### src/rtl/p2s_sched.sv
// p2s_sched
//   Round-robin scheduler and sequencer in front of a shared parallel-to-serial
//   converter. Two sources offer DWI-bit words; one word at a time is granted,
//   loaded into the serializer with p2s_wen, then stepped out with p2s_ren as
//   NBEAT = DWI/DWO narrow beats on a valid/ready stream. Each beat carries
//   the index of its source, and the final beat of a word is marked.
//
// Ports
//   clk, rst                  rising-edge clock, synchronous active-high reset
//   reqN_valid/data/ready     source N word offer / word / accepted this cycle
//   p2s_wen, p2s_ren, p2s_din serializer load strobe, shift strobe, load data
//   p2s_dout                  serializer current low beat
//   out_valid/data/last/src   beat stream (data = p2s_dout), last beat, source
//   out_ready                 downstream accepts the beat
//   busy                      a word is in flight
module p2s_sched #(
  parameter int DWI = 224,
  parameter int DWO = 32
) (
  input  logic           clk,
  input  logic           rst,
  input  logic           req0_valid,
  input  logic [DWI-1:0] req0_data,
  output logic           req0_ready,
  input  logic           req1_valid,
  input  logic [DWI-1:0] req1_data,
  output logic           req1_ready,
  output logic           p2s_wen,
  output logic           p2s_ren,
  output logic [DWI-1:0] p2s_din,
  input  logic [DWO-1:0] p2s_dout,
  output logic           out_valid,
  output logic [DWO-1:0] out_data,
  output logic           out_last,
  output logic           out_src,
  input  logic           out_ready,
  output logic           busy
);

  localparam int NBEAT = DWI / DWO;
  localparam int CW    = (NBEAT > 1) ? $clog2(NBEAT) : 1;

  if ((DWI % DWO) != 0 || NBEAT < 2) begin : g_bad_param
    $error("p2s_sched: DWI must be a multiple of DWO with at least two beats");
  end

  typedef enum logic {
    IDLE = 1'b0,
    SEND = 1'b1
  } state_t;

  state_t          state_q, state_d;
  logic [CW-1:0]   cnt_q, cnt_d;
  logic            src_q, src_d;
  logic            last_grant_q, last_grant_d;

  logic            hs;
  logic            last_beat;
  logic            gw;
  logic            grant_any;
  logic            grant_sel;

  always_comb begin
    busy      = (state_q == SEND);
    last_beat = busy && (cnt_q == CW'(NBEAT - 1));
    hs        = busy && out_ready;

    out_valid = busy;
    out_last  = last_beat;
    out_src   = busy ? src_q : 1'b0;
    out_data  = busy ? p2s_dout : '0;

    // A new word may be granted when idle, or exactly when the final beat
    // of the current word is taken, which gives bubble-free back-to-back words.
    gw        = !busy || (hs && last_beat);
    grant_any = req0_valid || req1_valid;
    if (req0_valid && req1_valid) begin
      grant_sel = ~last_grant_q;
    end else begin
      grant_sel = req1_valid;
    end

    req0_ready = gw && grant_any && !grant_sel;
    req1_ready = gw && grant_any &&  grant_sel;
    p2s_wen    = gw && grant_any;
    p2s_din    = p2s_wen ? (grant_sel ? req1_data : req0_data) : '0;
    // Never shift on the last beat: that cycle is either a reload or idle.
    p2s_ren    = hs && !last_beat;

    state_d      = state_q;
    cnt_d        = cnt_q;
    src_d        = src_q;
    last_grant_d = last_grant_q;
    if (p2s_wen) begin
      state_d      = SEND;
      cnt_d        = '0;
      src_d        = grant_sel;
      last_grant_d = grant_sel;
    end else if (p2s_ren) begin
      cnt_d = cnt_q + CW'(1);
    end else if (hs && last_beat) begin
      state_d = IDLE;
    end
  end

  // ---- control registers ----
  always_ff @(posedge clk) begin
    if (rst) begin
      state_q      <= IDLE;
      cnt_q        <= '0;
      src_q        <= 1'b0;
      last_grant_q <= 1'b1;
    end else begin
      state_q      <= state_d;
      cnt_q        <= cnt_d;
      src_q        <= src_d;
      last_grant_q <= last_grant_d;
    end
  end

endmodule

### config.mk
export PLATFORM = sky130hd
export DESIGN_NAME = p2s_sched
export DESIGN_NICKNAME = d
export VERILOG_FILES = /design/src/rtl/p2s_sched.sv
export SDC_FILE = /design/constraint.sdc
export NUM_CORES = 1
export LEC_CHECK = 0
export ABC_AREA = 1
export CORE_AREA = 2 2 292 294
export CTS_CLUSTER_SIZE = 40
export DETAILED_ROUTE_END_ITERATION = 7
export DIE_AREA = 0 0 294 296
export GPL_TIMING_DRIVEN = 0
export PLACE_DENSITY = 0.3
export SYNTH_ARGS = -nofsm -noshare
export SYNTH_HDL_FRONTEND = slang
export SYNTH_SLANG_ARGS = --single-unit
### constraint.sdc
create_clock -name clk -period 1.9 [get_ports clk]
set_input_delay 0.285 -clock clk [delete_from_list [all_inputs] [get_ports clk]]
set_output_delay 0.285 -clock clk [all_outputs]
set_load 0.1 [all_outputs]
==> After elaboration in Yosys (flattened, before gate mapping) <==
Index checks and enable logic that the tools add are counted.
{ "word_totals": {"regBits": 6, "in_bits": 485, "out_inout_bits": 264, "elab_cells": 32} }
{ "classes": {"add_sub_neg": 1, "eq_ne": 2, "n_mux": 8, "n_bitwise": 1, "n_reduce_logical": 16} }
{ "op_table": {"columns": ["cell", "count"], "rows": [
  ["224-bit 2-to-1 mux", 2],
  ["32-bit 2-to-1 mux", 1],
  ["1-bit logical AND", 8],
  ["1-bit 2-to-1 mux", 5],
  ["3-bit by 1-bit adder with 3-bit output, second input constant", 1],
  ["3-bit == test, second input constant", 1],
  ["1-bit logical NOT", 3],
  ["1-bit logical OR", 2],
  ["2-bit inequality test, second input constant", 1],
  ["2-bit AND reduction", 1],
  ["2-bit nonzero test", 1],
  ["2-bit OR reduction", 1],
  ["1-bit NOT", 1]
]} }

==> Depth between registers and ports, before layout <==
{ "logic_depth": {"word_depth": 7, "ltp_mapped": 8, "mapped_depth_nobuf": 8} }

==> Worst setup path before layout <==
OpenSTA, ideal clock, no wires.
{ "synth_path": {"kind": "register to output", "from": "register state_q, in the netlist busy", "to": "output p2s_din[121]", "t_arrival_ns": 2.952, "required_time_ns": 1.615, "path_slack_ns": -1.337, "path_stages_with_launch": 7, "path_buffers": 3, "path_cell_list": "dfxtp_1 -> buf_2 -> nand2_1 -> nand2_2 -> buf_4 -> buf_2 -> a21oi_1"} }
{ "synth_via": {"elab_chain_cells": 5, "elab_cells_between_ends": 7, "classes_between": "mux: 1; reduce/logical: 6"} }
{ "synth_rtl": {"columns": ["item", "line_no", "source"], "rows": [
  ["start, declared", "52", "state_t state_q, state_d;"],
  ["start signal, assigned", "114", "state_q <= state_d;"],
  ["1-bit logical AND, on equally long branches", "66, 65", null],
  ["1-bit logical AND", "75", "gw = !busy || (hs && last_beat);"],
  ["1-bit logical OR *", "75", null],
  ["1-bit logical AND *", "85", "p2s_wen = gw && grant_any;"],
  ["224-bit 2-to-1 mux *", "86", "p2s_din = p2s_wen ? (grant_sel ? req1_data : req0_data) : '0;"],
  ["end, declared", "30", "output logic [DWI-1:0] p2s_din,"]
]} }
Mark *: on every way between the ends. The rest lies on a longest branch, timed or not.

==> Worst setup path after layout <==
{ "layout_path": {"from": "register cnt_q[0]", "to": "output p2s_din[206]"} }
{ "layout_via": {"elab_chain_cells": 6} }
{ "layout_rtl": {"columns": ["item", "line_no", "source"], "rows": [
  ["start, declared", "53", "logic [CW-1:0] cnt_q, cnt_d;"],
  ["start signal, assigned", "115", "cnt_q <= cnt_d;"],
  ["3-bit == test", "65", "last_beat = busy && (cnt_q == CW'(NBEAT - 1));"],
  ["1-bit logical AND", "65", null],
  ["1-bit logical AND", "75", null],
  ["1-bit logical OR", "75", null],
  ["1-bit logical AND", "85", null],
  ["224-bit 2-to-1 mux", "86", null]
]} }
No other way between the ends.

==> impl.org <==
** Clock tree
- Worst-path clk slew :: 0.04 ns
- Clock tree synthesis selected as its root buffer the cell sky130_fd_sc_hd__clkbuf_16.
- Cts-stage hold buffer count :: 0
- Clock tree from TritonCTS :: yes
- For this design, the sink count on the clock tree is 6.
- The number of clock buffers added by TritonCTS is 3.
- The clock passes through at most 2 buffers.
- The later pin in the worst-skew pair is clocked with a latency of 0.23 ns.
- Max H-tree Level :: 1

** Route
- Number of DRC violations after detailed routing :: 0
- Routed WL :: 58.68 mm
- The routed layout has 9239 vias.
- The first detailed-routing pass took 4 iterations.
- In this run the remaining antenna-violating nets after routing total 0.
- The first routing iteration left 193 violations.
- After detailed routing, the average wire length per cell comes to 21.28 um.
- Using the TritonRoute via totals, the vias-per-cell ratio works out to 3.351.

** Worst setup path
- The critical path is of the reg2out type.
- The worst setup path is launched from a register.
- For the worst setup path, the data arrival time is 1.93 ns.
- STA puts the critical path data required time at 1.62 ns.
- The worst setup path is captured at a primary output.
- Crit path max fanout :: 10
- Worst Reg-to-Reg Cells :: 11

** Floorplanning
- Overall die area :: 0.08702 sq mm
- X dimension of the die :: 294 um
- Number of I/O pins :: 749
- The initial utilization of the core area, before any placement, comes to 0.04523.
- Die height :: 296 um
- After floorplanning, the core was sized to cover 0.08421 sq mm.
- The initialized floorplan defines 107 standard-cell rows.

** Global routing
- Summed over all layers, the global routing overflow is 0.
- Entering global routing, the biggest net connects 11 pins.
- The number of antenna violations at the first check in global routing came to 14.
- The first global-routing pass estimated 74.12 mm of wire.
- In the global route stage, overall resource usage came out at 0.1203.
- Number of global-route vias before repair :: 9382

** Logic synthesis
- The synthesized netlist occupies a cell area of 0.003809 sq mm.
- Area share of the largest cell type after synthesis :: 0.4898
- Yosys printed 0 warnings.
- Of all cell types, the one taking the most synthesized area is sky130_fd_sc_hd__nand2_1.
- Yosys mapped the design onto 16 distinct sky130hd cell types.
- Largest cells by area after synthesis :: sky130_fd_sc_hd__nand2_1 49%, sky130_fd_sc_hd__a21oi_1 30%, sky130_fd_sc_hd__buf_2 6.7%, sky130_fd_sc_hd__inv_1 4.1%, sky130_fd_sc_hd__dfxtp_1 3.2%
- Cell types with the highest counts after synthesis :: 497 x sky130_fd_sc_hd__nand2_1, 226 x sky130_fd_sc_hd__a21oi_1, 51 x sky130_fd_sc_hd__buf_2, 42 x sky130_fd_sc_hd__inv_1, 14 x sky130_fd_sc_hd__buf_4
- Most repeated cell in the gate-level netlist after synthesis :: sky130_fd_sc_hd__nand2_1
- Yosys mapped a number of flops with a built-in enable equal to 0.
- Mean instance size in the synthesized netlist :: 4.388 sq um
- Total of flip-flops plus latches after synthesis :: 6
- The number of nets in the synthesized netlist is 1355.
- Most frequently used flop master after synthesis :: sky130_fd_sc_hd__dfxtp_1
- After technology mapping, the gate count stands at 868.
- Of the synthesized area, sequential elements account for 0.03154.
- In the synthesized netlist the async set-or-reset flop fraction comes to 0.

** Pwr
- VDD IR max :: 0.2584 mV
- Power density over cell area :: 550.3 mW/mm^2
- In this run the static leakage power is 0.007160 uW.

** STA
- Setup violations remaining at the end of the flow were counted as 244.
- The max-slew violation count came to 0.
- In the finished design, the share of the clock period the worst path needs comes to 1.166.
- Once routing completed, OpenROAD measured the worst setup slack at -0.3148 ns.
- Subtracting the final worst setup slack from the clock period gives 2.215 ns.
- Setup repair after global routing missed its margin :: true
- Count of final hold-check violations :: 0
- Worst clock skew :: 0.004755 ns
- Based on the critical path, the design can be clocked at up to 451.5 MHz.
- Headroom to the max-slew limit came out at 0.3347.
- Actual slew at the worst max-slew pin :: 0.9964 ns
- Across all hold checks on the routed design, the worst slack comes to 0.4640 ns.

** Final layout
- Fin nets :: 2153
- The finished layout holds 2757 standard cells, fillers aside.
- Fraction of final layout cells sized beyond drive strength 1 :: 0.4330
- Once layout is done, the placed cells without fillers occupy 0.01926 sq mm.
- Area added between synthesis and finish :: 405.7%
- # fillers :: 9200

** Hold path
- Worst hold path class :: reg2reg
- Hold-critical path depth :: 2

** Placement
- Placed inst area :: 0.01331 sq mm
- The count of buffers added on input and output ports is 748.
- Global placement routability congestion :: 0.8171
- Once placement completed, the tool counted placed cells totaling 2706.
- Final HPWL DP :: 47.67 mm

** Flow run
- Across the run, the number of max-cap violations was 0.

** Outcome
- The run finished, with violations left.
- Violations in the final reports :: setup timing
==> flip-flops by register name, summed over array words and instances, names as in the netlist <==
| name | cells |
|---|---|
| last_grant_q | 1 |
| cnt_q | 3 |
| src_q | 1 |
| busy | 1 |
==> placed cells by master, fill, tap and decap left out, drive strengths merged <==
cell type      instances
nor2                   6
buf                  334
or2                    1
a21oi                226
dlygate4sd2            1
clkbuf                54
clkdlybuf4s50        481
nand3                  5
nand2                500
inv                   13
clkinvlp              30
ha                     2
clkdlybuf4s15          3
dfxtp                  6
nand4                  1
diode                  2
dlymetal6s2s           2
==> critical path: stages (launching register included) <==
cell and delay [ns]:
sky130_fd_sc_hd__dfxtp_2 0.31, sky130_fd_sc_hd__inv_2 0.06, sky130_fd_sc_hd__ha_4 0.15, sky130_fd_sc_hd__nand3_4 0.08
sky130_fd_sc_hd__nand2_4 0.10, sky130_fd_sc_hd__nand2_8 0.09, sky130_fd_sc_hd__buf_6 0.13, sky130_fd_sc_hd__buf_12 0.14
sky130_fd_sc_hd__buf_12 0.17, sky130_fd_sc_hd__a21oi_4 0.23, sky130_fd_sc_hd__buf_12 0.21
==> report_power, final <==
| part | total [uW] | switching (uW) | internal (uW) |
|---|---|---|---|
| clock | 351 | 72.3 | 279 |
| combinational | 10100 | 6260 | 3850 |
| sequential | 140 | 5.44 | 134 |
| total | 10600 | 6340 | 4260 |
==> metal layers <==
layer,global-route usage,share of wire,up-vias
met4,0.01108,0.011,14
met1,0.1448,0.39,4351
met5,0,0.0015,-
met2,0.2129,0.50,489
li1,-,-,4343
met3,0.04092,0.096,42
==> worst paths after layout <==
path	start	to	slack, ns
max	cnt_q[0]	p2s_din[206]	-0.31
min	src_q	src_q	0.46
min reg2reg	src_q	src_q	0.46
max reg2reg	cnt_q[0]	last_grant_q	0.35
==> through the flow <==
stage	worst slack [ns]	total power (uW)	utilization	setup TNS, ns
floorplan	-0.9444	5042	-	-170.24
global placement	-2.189	7653	0.1580	-395.66
detailed placement	-2.199	7637	0.1580	-394.78
CTS	-0.4332	9203	0.1890	-86.95
global route	-0.3729	10970	0.2287	-65.37
finish	-0.3148	10600	0.2287	-47.63
==> what timing repair did <==
| action | in CTS | in global routing |
|---|---|---|
| cloned | 12 | 13 |
| setup endpoints to repair | 264 | 261 |
| buffers inserted | 19 | 8 |
| gates resized for setup | 2102 | 805 |
| pin swaps | 31 | 54 |
==> cell families after synthesis <==
| logic type | count (synthesis) | synth area share |
|---|---|---|
| AND/OR/NAND/NOR | 512 | 0.5102 |
| AO/OA/AOI/OAI | 226 | 0.2970 |
| buffers and inverters | 122 | 0.1547 |
| flip-flops | 6 | 0.03154 |
| adder cells (fa/ha/maj) | 2 | 0.006569 |
==> final cells by class <==
| class | instances | area (sq um) | area share |
|---|---|---|---|
| tap | 1090 | 1364 | 0.07081 |
| antenna | 2 | 5.005 | 0.0002599 |
| sequential | 6 | 127.6 | 0.006626 |
| timing repair buffer | 795 | 10420 | 0.5408 |
| clock buffer | 4 | 78.83 | 0.004093 |
| inverter | 43 | 281.5 | 0.01462 |
| multi-input combinational | 741 | 5944 | 0.3086 |
| buffer | 76 | 1042 | 0.05412 |
No activity file was read; power rests on OpenSTA's default activity.
